## config.mk

```make
export PLATFORM = sky130hd
export DESIGN_NAME = nivel_sensor_encoder
export DESIGN_NICKNAME = d
export VERILOG_FILES = /design/src/rtl/nivel_pkg.sv /design/src/rtl/nivel_debounce_bit.sv /design/src/rtl/nivel_sensor_encoder.sv
export SDC_FILE = /design/constraint.sdc
export NUM_CORES = 1
export LEC_CHECK = 0
export CAP_MARGIN = 20
export CORE_MARGIN = 2
export CORE_UTILIZATION = 45
export DETAILED_ROUTE_END_ITERATION = 8
export MAX_ROUTING_LAYER = met4
export PLACE_DENSITY = 0.65
export SETUP_SLACK_MARGIN = 0.1
export SLEW_MARGIN = 25
export SYNTH_ARGS = -nofsm -noshare
export SYNTH_HDL_FRONTEND = slang
export SYNTH_HIERARCHICAL = 1
export SYNTH_SLANG_ARGS = --single-unit
export TNS_END_PERCENT = 5
```

## constraint.sdc

```tcl
create_clock -name clk -period 3.8 [get_ports clk]
set_input_delay 0.76 -clock clk [delete_from_list [all_inputs] [get_ports clk]]
set_output_delay 0.76 -clock clk [all_outputs]
set_load 0.01 [all_outputs]
```

## src/rtl/nivel_pkg.sv

```systemverilog
// Shared types, level codes and pattern helpers for the tank-level encoder.
package nivel_pkg;

  typedef enum logic [2:0] {
    INICIO = 3'd0,
    VAZIO  = 3'd1,
    BAIXO  = 3'd2,
    MEDIO  = 3'd3,
    ALTO   = 3'd4,
    FALHA  = 3'd5
  } nivel_state_t;

  // {a,m,b} codes; water can only rise from the bottom, so these are the
  // only physically consistent switch patterns.
  localparam logic [2:0] COD_VAZIO = 3'b000;
  localparam logic [2:0] COD_BAIXO = 3'b001;
  localparam logic [2:0] COD_MEDIO = 3'b011;
  localparam logic [2:0] COD_ALTO  = 3'b111;

  localparam int DEBOUNCE_DEFAULT = 16;

  function automatic logic pat_legal(input logic [2:0] p);
    case (p)
      COD_VAZIO, COD_BAIXO, COD_MEDIO, COD_ALTO: return 1'b1;
      default:                                   return 1'b0;
    endcase
  endfunction

  // Level index 0..3; only meaningful for legal patterns.
  function automatic logic [1:0] pat_idx(input logic [2:0] p);
    case (p)
      COD_BAIXO: return 2'd1;
      COD_MEDIO: return 2'd2;
      COD_ALTO:  return 2'd3;
      default:   return 2'd0;
    endcase
  endfunction

  function automatic nivel_state_t pat_state(input logic [2:0] p);
    case (p)
      COD_VAZIO: return VAZIO;
      COD_BAIXO: return BAIXO;
      COD_MEDIO: return MEDIO;
      COD_ALTO:  return ALTO;
      default:   return FALHA;
    endcase
  endfunction

  function automatic logic [2:0] state_code(input nivel_state_t s);
    case (s)
      BAIXO:   return COD_BAIXO;
      MEDIO:   return COD_MEDIO;
      ALTO:    return COD_ALTO;
      default: return COD_VAZIO;
    endcase
  endfunction

endpackage

```

## src/rtl/nivel_debounce_bit.sv

```systemverilog
// One float switch: 2-flop synchroniser followed by a counting debouncer.
module nivel_debounce_bit #(
  parameter int DEBOUNCE_CYCLES = nivel_pkg::DEBOUNCE_DEFAULT
) (
  input  logic clk,
  input  logic rst_n,
  input  logic i_raw,
  output logic o_db
);

  localparam logic [7:0] CNT_LAST = 8'(DEBOUNCE_CYCLES - 1);

  logic [1:0] r_sync;
  logic [7:0] r_cnt;
  logic       r_db;

  // Synchronise, then flip the debounced value after DEBOUNCE_CYCLES
  // consecutive differing cycles; any agreeing cycle restarts the count.
  always_ff @(posedge clk or negedge rst_n) begin
    if (!rst_n) begin
      r_sync <= 2'b00;
      r_cnt  <= 8'd0;
      r_db   <= 1'b0;
    end else begin
      r_sync <= {r_sync[0], i_raw};
      if (r_sync[1] != r_db) begin
        if (r_cnt == CNT_LAST) begin
          r_db  <= ~r_db;
          r_cnt <= 8'd0;
        end else begin
          r_cnt <= r_cnt + 8'd1;
        end
      end else begin
        r_cnt <= 8'd0;
      end
    end
  end

  assign o_db = r_db;

endmodule

```

## src/rtl/nivel_sensor_encoder.sv

```systemverilog
// Tank-level front end: debounces three float switches, checks consistency
// and tracks the level, driving registered A/M/B/alarm codes and a fault flag.
module nivel_sensor_encoder
  import nivel_pkg::*;
#(
  parameter int DEBOUNCE_CYCLES = DEBOUNCE_DEFAULT
) (
  input  logic clk,
  input  logic rst_n,
  input  logic sw_alto,
  input  logic sw_medio,
  input  logic sw_baixo,
  input  logic fault_clr,
  output logic nivel_a,
  output logic nivel_m,
  output logic nivel_b,
  output logic alarm,
  output logic fault,
  output logic level_changed
);

  localparam logic [8:0] WIN_LAST = 9'(DEBOUNCE_CYCLES + 2);

  logic         w_db_a, w_db_m, w_db_b;
  logic [2:0]   w_pat;
  logic [2:0]   w_cur_idx, w_pat_idx;
  logic         w_adjacent, w_win_done;
  logic [8:0]   r_win;
  nivel_state_t r_state, w_next;
  logic [2:0]   r_code;
  logic         r_alarm, r_fault, r_lc;

  nivel_debounce_bit #(.DEBOUNCE_CYCLES(DEBOUNCE_CYCLES)) u_db_a (
    .clk(clk), .rst_n(rst_n), .i_raw(sw_alto),  .o_db(w_db_a));
  nivel_debounce_bit #(.DEBOUNCE_CYCLES(DEBOUNCE_CYCLES)) u_db_m (
    .clk(clk), .rst_n(rst_n), .i_raw(sw_medio), .o_db(w_db_m));
  nivel_debounce_bit #(.DEBOUNCE_CYCLES(DEBOUNCE_CYCLES)) u_db_b (
    .clk(clk), .rst_n(rst_n), .i_raw(sw_baixo), .o_db(w_db_b));

  assign w_pat      = {w_db_a, w_db_m, w_db_b};
  assign w_win_done = (r_win == WIN_LAST);
  // 3-bit indices so ALTO(3)+1 cannot wrap onto VAZIO(0).
  assign w_cur_idx  = {1'b0, pat_idx(state_code(r_state))};
  assign w_pat_idx  = {1'b0, pat_idx(w_pat)};
  assign w_adjacent = (w_pat_idx == w_cur_idx + 3'd1) ||
                      (w_cur_idx == w_pat_idx + 3'd1);

  // Power-on window: saturates once every debouncer has had a full window.
  always_ff @(posedge clk or negedge rst_n) begin
    if (!rst_n)                r_win <= 9'd0;
    else if (!w_win_done)      r_win <= r_win + 9'd1;
  end

  // Next-state: adjacent legal steps move, anything else latches FALHA.
  always_comb begin
    w_next = r_state;
    case (r_state)
      INICIO: if (w_win_done) w_next = pat_state(w_pat);
      VAZIO, BAIXO, MEDIO, ALTO: begin
        if (w_pat != state_code(r_state)) begin
          if (pat_legal(w_pat) && w_adjacent) w_next = pat_state(w_pat);
          else                                w_next = FALHA;
        end
      end
      FALHA: if (fault_clr && pat_legal(w_pat)) w_next = pat_state(w_pat);
      default: w_next = INICIO;
    endcase
  end

  // State and outputs registered together from the next-state value.
  always_ff @(posedge clk or negedge rst_n) begin
    if (!rst_n) begin
      r_state <= INICIO;
      r_code  <= COD_VAZIO;
      r_alarm <= 1'b0;
      r_fault <= 1'b0;
      r_lc    <= 1'b0;
    end else begin
      r_state <= w_next;
      r_code  <= state_code(w_next);
      r_alarm <= (w_next == VAZIO) || (w_next == FALHA);
      r_fault <= (w_next == FALHA);
      r_lc    <= (w_next != r_state) && (w_next != FALHA) && (w_next != INICIO);
    end
  end

  assign {nivel_a, nivel_m, nivel_b} = r_code;
  assign alarm         = r_alarm;
  assign fault         = r_fault;
  assign level_changed = r_lc;

endmodule
```

==> run summary, run 1 <==
Derived from the worst setup path, the maximum achievable clock frequency is 0.323 GHz. The flow ran to the end, and the final reports show no timing, DRC or antenna violations. The total length of routed met2 wires is ~2200 µm. Averaged over all synthesized cells, the footprint is 10.4 µm². The row count is 28. The startpoint class of the critical path is a flop.

The wire length on met3 came out at 210 µm. The count of distinct cell types in the synthesized netlist is 65. The number of slew-limit violations in the final report is 0. The detailed router used layers up to and including met4. The relative max-transition margin came out at 0.572. The total number of yosys warnings came out at 6. In this run, synthesis produced a sequential element count of 51. The pin count of the biggest net entering global routing came out at 29.

The count of buffers from port buffering is 11. The repair_antennas step left the layout with diodes totalling 0. The routed length on met1 is 2350 µm.

The maximum vdd ir drop is roughly 0.25 mV. The per-cell via count in the routed design is 5.53. The largest fanout on the critical path came out at 12. The area of the die came out at 6630 µm².

In this run the critical register-to-register path is launched from u_db_m/o_db. Data on the critical path is required at its endpoint by 3990 ps. The floorplan die width is 81.4 µm.

When the netlist entered floorplanning its net count stood at 271. The count of vias placed by the detailed router came out at 1,914. By startpoint and endpoint, the worst setup path is classified as reg -> reg.

After detailed routing, the number of remaining DRC violations is 0. The leakage power summed over all cells is 1.23 nW. The die boundary height is 81.4 µm.

The total number of clock tree sinks came out at 51. The length of the first detailed-routing pass in iterations is 4. The number of antenna violations at the first check in global routing came out at 0. The via count of the first global-routing pass came out at 1,868.

The worst hold path belongs to the class reg -> reg. Post-CTS timing repair inserted 0 buffers for setup. The core box area is 5850 µm². The synthesized design spends more area on one cell type than any other, namely sky130_fd_sc_hd__dfrtp_1. The final layout contains approximately 280 nets. The total of endpoints with negative setup slack in the final report came out at 0. The netlist area before placement is approximately 2700 µm². The final critical path time including I/O delays and setup came out at a little over 3000 ps. The first-pass GRT wire length is 8580 µm. The number of cells in the finished layout apart from fillers is 346. The initial utilization of the core area, before any placement, comes to 0.461. The H-tree generated during clock tree synthesis spans 2 levels. The growth of design area from synthesis to finish came out at 9.70%. Setup slack on the critical path of the routed design comes to around 700 ps. The transition at the pin with the smallest max-transition slack came out at 633 ps.

STA classifies the critical path endpoint as a flop. The number of cells upsized or downsized after cts came out at 0. Setup repair after global routing left no endpoint under its margin. The routed wirelength normalized by instance count came out at approximately 14 µm. The proportion of netlist area held by the largest area contributor is 0.473. The number of violations reported at the end of detailed-routing iteration 0 is 75. The post-route clock skew is 4.07 ps.

In the finished design, the share of the clock period the worst path needs comes to 0.815. After clock tree synthesis, the flow added hold-fix buffers numbering 0. At the end of routability-driven placement, the weighted congestion stood at 0.870. The clock latency at the later pin of the worst-skew pair is 300 ps.

The data arrival at the endpoint of the critical path is approximately 3300 ps. In this run, synthesis inferred 0 flip-flops with an integrated enable. In this run the count of I/O pins placed on the die edge is 12.

The total overflow left after global routing is 0. The estimated wirelength of the detail-placed design came out at 3530 µm. The sum of negative setup slack came out at 0 ps.

Clock-pin slew was measured on the worst setup and hold paths at 80 ps. The startpoint identified for the worst hold timing path is u_db_m/r_sync[0]. The most used flip-flop cell after synthesis is sky130_fd_sc_hd__dfrtp_1. The count of mapped cells out of synthesis came out at 259.

The number of nets with antenna violations after detailed routing came out at 0. Across the run, the number of max-cap violations was 0. The power per cell area is 402 nW/µm². The total clock buffers created by CTS is 5. The pre-CTS setup slack came out at roughly 740 ps. The tree is rooted in a sky130_fd_sc_hd__clkbuf_8. In the post-synthesis netlist, the biggest area contributors are sky130_fd_sc_hd__dfrtp_1 (47%), sky130_fd_sc_hd__xnor2_1 (4.2%), sky130_fd_sc_hd__o21ai_0 (3.5%), sky130_fd_sc_hd__a21oi_1 (3.2%), sky130_fd_sc_hd__ha_1 (2.8%). The number of buffers on the longest clock path is 2. Counting tap cells, the placed design contains a total of 339 instances.

For this run, the total global-route usage over all layers was measured as 0.176. The clock tree from TritonCTS is done. The total wire length is 4860 µm.

The critical path startpoint is u_db_m/o_db. The fraction of final layout cells with drive strength greater than 1 is 0.122. The sequential-to-total area share from yosys stat is 0.473.

Counting flops with an async set or reset pin after synthesis yields a share of 1.00. Hold timing on the final database bottoms out at a slack of 352 ps. The count of final hold-check violations was 0.
[synth_stat cells, drive strengths merged, types with 3 or more instances]
cell type,instances
or3b,3
ha,6
or4,3
dfrtp,51
a31oi,4
nand2b,3
buf,6
or3,9
xor2,6
o21ai,22
nor2,19
a311oi,4
inv,10
a21oi,17
and2,5
nand2,13
mux2,4
xnor2,14
nand3,15
nand4,5
[cells in the final DEF (no fill, tap or decap), drive strengths merged, types with 6 or more instances in the layout]
cell type and count:
dfrtp 51, clkbuf 6, o21ai 22, clkdlybuf4s50 10
or3 9, xor2 6, xnor2 14, a21oi 17
nor2 19, nand3 15, inv 10, ha 6
nand2 13
[cell families (layout without fill, tap and decap cells)]
logic type                 after synthesis  count (layout)  synth area share
buffers and inverters                   18              30            0.0329
and+or+nand+nor                         90              90             0.194
xor gates and xnor gates                20              20            0.0678
muxes                                    5               5            0.0204
AOI/OAI and AO/OA                       69              69             0.184
adders and majority gates                6               6            0.0278
DFF                                     51              51             0.473
[flip-flops by register name, summed over array words and instances (netlist names), 2 cells and up]
signal	flops
r_state	3
r_code	3
r_win	9
u_db_b/r_cnt	8
u_db_a/r_cnt	8
u_db_b/r_sync	2
u_db_m/r_sync	2
u_db_m/r_cnt	8
u_db_a/r_sync	2
[report_power, final]
| group | switching, mW | internal (mW) | total (mW) |
|---|---|---|---|
| combinational | 0.117 | 0.101 | 0.218 |
| sequential | 0.0432 | 0.570 | 0.613 |
| clock | 0.165 | 0.193 | 0.358 |
[worst paths after layout]
kind                               endpoint  slack (ps)  depth (start not counted)
setup / recovery              level_changed         700                         11
hold / removal             u_db_m/r_sync[1]         350                          0
setup reg to reg              level_changed         700                         11
hold reg to reg            u_db_m/r_sync[1]         350                          0
max in group asynchronous   u_db_m/r_cnt[5]        2600                          2
min in group asynchronous   u_db_a/r_cnt[3]         460                          1
[metal layers]
layer	GRT usage	up-vias
li1	-	972
met1	0.222	899
met2	0.275	32
met3	0.0511	11
met4	0.0525	0
met5	-	-
[critical path, stage by stage, from the launching register on]
cell and delay (ps):
sky130_fd_sc_hd__dfrtp_1 540, sky130_fd_sc_hd__xnor2_2 340, sky130_fd_sc_hd__nand2_1 110, sky130_fd_sc_hd__inv_1 100, sky130_fd_sc_hd__ha_1 300, sky130_fd_sc_hd__and4bb_2 270, sky130_fd_sc_hd__a2111oi_4 360, sky130_fd_sc_hd__a221oi_2 70
sky130_fd_sc_hd__nand3_2 160, sky130_fd_sc_hd__a2bb2oi_1 300, sky130_fd_sc_hd__inv_1 100, sky130_fd_sc_hd__o311a_1 330
[cell type report]
class	count	area (µm²)
clock buffers	6	72.6
clock inverters	1	30.0
fillers	510	2890
inverters	11	41.3
multi-input cells	190	1330
flip-flops and latches	51	1280
well taps	75	93.8
repair buffers	12	113
[through the flow]
stage          instance area (µm²)   util  power (mW)
3_5_place_dp                  2860  0.488       0.841
6_report                      2960  0.506        1.19
5_1_grt                       2960  0.506        1.26
2_1_floorplan                 2700      -       0.767
3_3_place_gp                  2860  0.488       0.844
4_1_cts                       2960  0.506        1.21
Power figures use the tool's default switching activity.
==> run 2, diff against run 1 <==
--- a/config.mk
+++ b/config.mk
@@ -10,7 +10,7 @@
 export CORE_UTILIZATION = 45
 export DETAILED_ROUTE_END_ITERATION = 8
 export MAX_ROUTING_LAYER = met4
-export PLACE_DENSITY = 0.65
+export PLACE_DENSITY = 0.68
 export SETUP_SLACK_MARGIN = 0.1
 export SLEW_MARGIN = 25
 export SYNTH_ARGS = -nofsm -noshare
==> constraint.sdc (replaced) <==
create_clock -name clk -period 2.5 [get_ports clk]
set_input_delay 0.5 -clock clk [delete_from_list [all_inputs] [get_ports clk]]
set_output_delay 0.5 -clock clk [all_outputs]
set_load 0.01 [all_outputs]
==> run summary, run 2 (same netlist as run 1, synthesis figures left out) <==
The flow ran to the end, and the final reports show no timing, DRC or antenna violations. The estimated wirelength of the detail-placed design came to 3580 µm (+1.5%). The die boundary height is 81.4 µm (unchanged).

The setup slack of the worst register-to-register path came out at 30 ps (-670 ps). The number of nets with antenna violations after detailed routing came out at 0 (unchanged). Setup repair after global routing could not meet its margin everywhere. The count of inserted antenna diode cells is 0 (unchanged).

The flip-flop count of the largest register after layout came out at 9 (unchanged). The number of max-cap violations is 0 (unchanged). The count of vias placed by the detailed router is 2,086 (+9.0%). The post-route clock skew is 4.67 ps (+0.601 ps). The area of the die came out at 6630 µm² (unchanged). In this run the clock root is driven by a sky130_fd_sc_hd__clkbuf_8. The global-route usage over all layers was 0.175 (-0.00102). The path type of the worst setup path is reg -> reg. The largest fanout on the critical path came out at 7 (-5). The via count of the first global-routing pass is 1,901 (+1.8%).

TritonCTS built the clock tree. The switching power is 0.545 mW (+68%). The relative max-transition margin came to 0.526 (-0.0457).

The share of the clock period used by the worst path is 0.986 (+0.171). The final layout net count came out at 304 (+7.4%). The length of the first detailed-routing pass in iterations is 4 (unchanged).

The clock latency at the later pin of the worst-skew pair came out at 310 ps (about the same). The length in cells of the worst reg-to-reg path came out at 11 (unchanged). The leakage power summed over all cells is 1.34 nW (+8.8%). Leaving out fill and tap cells, the most frequent cells in the layout are sky130_fd_sc_hd__dfrtp_1 (49), sky130_fd_sc_hd__buf_4 (22), sky130_fd_sc_hd__o21ai_0 (18), sky130_fd_sc_hd__a21oi_1 (17), sky130_fd_sc_hd__nor2_1 (16). The growth of design area from synthesis to finish is 18.2%.

The power consumption is 1.94 mW (+63%). The maximum vdd ir drop came out at 0.392 mV (+56%). The row count is 28 (unchanged). The worst setup path is launched from a flop.

The pin count of the biggest net entering global routing came to 33 (+14%). The detailed-route DRC error count is 0 (unchanged). The number of buffers on the longest clock path is 2 (unchanged). The number of ports placed on the die boundary is 12 (unchanged).

The first-pass GRT wire length came out at 8740 µm (+1.9%). r_win holds more flip-flops than any other register. The timing-limited maximum frequency is 0.406 GHz (+26%).

In this run the critical register-to-register path is launched from u_db_m/o_db. The count of final hold-check violations was 0 (unchanged). In this run the critical register-to-register path is captured at level_changed. The data arrival at the endpoint of the critical path came out at 2670 ps (-620 ps). The power per cell area came out at 609 nW/µm² (+51%).

The number of antenna violations at the first check in global routing was 0 (unchanged). The count of placed standard cells including taps is 351 (+3.5%). The count of buffers from port buffering came out at 11 (unchanged).

The required time at the worst-slack endpoint is 2700 ps (-1290 ps). The initial cell density of the core came out at 0.461 (unchanged). The fraction of final layout cells with drive strength greater than 1 is 0.229 (+0.107). The transition at the pin with the smallest max-transition slack was 710 ps (+77.4 ps).

The final critical path time including I/O delays and setup came out at 2470 ps (-632 ps). The routed wirelength normalized by instance count is 14.2 µm (+1.1%). The remaining global-route overflow is 0 (unchanged).

The classification of the worst-slack hold path is in -> async. Leaving out fill and tap cells, the most frequent cell in the layout is sky130_fd_sc_hd__dfrtp_1. The internal power contribution is 1.40 mW (+62%). The number of violations reported at the end of detailed-routing iteration 0 was 117 (+56%). The part of the total power dissipated in sequential elements came out at 0.475 (-0.041). The total wire length is 5230 µm (+7.5%).

STA classifies the critical path endpoint as a flop. The total clock buffers created by CTS came out at 5 (unchanged). The core box area came out at 5850 µm² (unchanged). The number of cells in the finished layout apart from fillers came out at 368 (+6.4%). The final weighted congestion in routability-driven placement is 0.892 (+2.6%).

The floorplan die width is 81.4 µm (unchanged). The total number of clock tree sinks is 51 (unchanged). The number of slew-limit violations in the final report is 0 (unchanged). The switching power share of the total is 0.281 (+0.00779). The level count of the clock H-tree is 2 (unchanged). The clock slew seen by the registers of the worst setup and hold paths came out at 100 ps (+20 ps). The per-cell via count in the routed design is 5.67 (+2.5%). The total of endpoints with negative setup slack in the final report came out at 0 (unchanged). The combinational share of power is 0.207 (+0.024).

The fill cell instance count of the final layout came out at 500 (-2.0%). The final hold slack came out at 232 ps (-120 ps). The power share of the clock group was 0.318 (+0.017).
run 2: power groups by stage:
stage          Clock (mW)  Combinational (mW)  Sequential (mW)
2_1_floorplan           0               0.251            0.918
3_3_place_gp            0               0.382            0.936
3_5_place_dp            0               0.381            0.935
4_1_cts             0.637               0.389            0.919
5_1_grt             0.673               0.445            0.929
6_report            0.617               0.402            0.921
run 2: cell type report:
cell class	count	area [µm²]	area share
multi-input cells	190	1380	0.434
flip-flops and latches	51	1280	0.401
repair buffers	33	270	0.0848
well taps	75	93.8	0.0294
clock buffers	6	82.6	0.0259
inverters	11	41.3	0.0130
clock inverters	2	38.8	0.0122
run 2: how the worst max path moves through the flow:
| stage | depth (start not counted) | start | endpoint |
|---|---|---|---|
| CTS | 11 | u_db_m/o_db | level_changed |
| detailed placement | 11 | u_db_m/o_db | level_changed |
| global placement | 11 | u_db_m/o_db | level_changed |
| finish | 11 | u_db_m/o_db | level_changed |
| global route | 11 | u_db_m/o_db | level_changed |
| floorplan | 12 | u_db_a/o_db | level_changed |
run 2: per-layer routing:
layer | vias up | routed length [µm] | GRT usage
met5 | - | 0 | -
met4 | 0 | 83 | 0.0644
met3 | 11 | 265 | 0.0456
met2 | 57 | 2420 | 0.256
met1 | 1002 | 2460 | 0.234
li1 | 1016 | - | -
run 2: metrics by stage:
step | utilization | setup slack (ps) | instance area, µm² | setup TNS, ps
2_1_floorplan | - | 74.1 | 2740 | 0
3_3_place_gp | 0.510 | 128 | 2980 | 0
3_5_place_dp | 0.510 | 34.4 | 2980 | 0
4_1_cts | 0.538 | 77.9 | 3150 | 0
5_1_grt | 0.545 | -71.7 | 3190 | -71.7
6_report | 0.545 | 34.7 | 3190 | 0
run 2: what timing repair did:
action	4_1_cts	5_1_grt
pin swaps	6	8
resized for setup	3	6
hold endpoints to repair	0	0
setup endpoints to repair	1	6
hold buffers	0	0
buffers inserted	5	4
run 2: critical path, stage by stage, from the launching register on:
cell	delay [ps]
sky130_fd_sc_hd__dfrtp_2	470
sky130_fd_sc_hd__xnor2_4	140
sky130_fd_sc_hd__nand2_2	80
sky130_fd_sc_hd__inv_2	50
sky130_fd_sc_hd__ha_4	300
sky130_fd_sc_hd__and4bb_2	260
sky130_fd_sc_hd__a2111oi_4	60
sky130_fd_sc_hd__a221oi_2	210
sky130_fd_sc_hd__nand3_2	180
sky130_fd_sc_hd__o22ai_4	200
sky130_fd_sc_hd__inv_2	60
sky130_fd_sc_hd__o311a_1	330
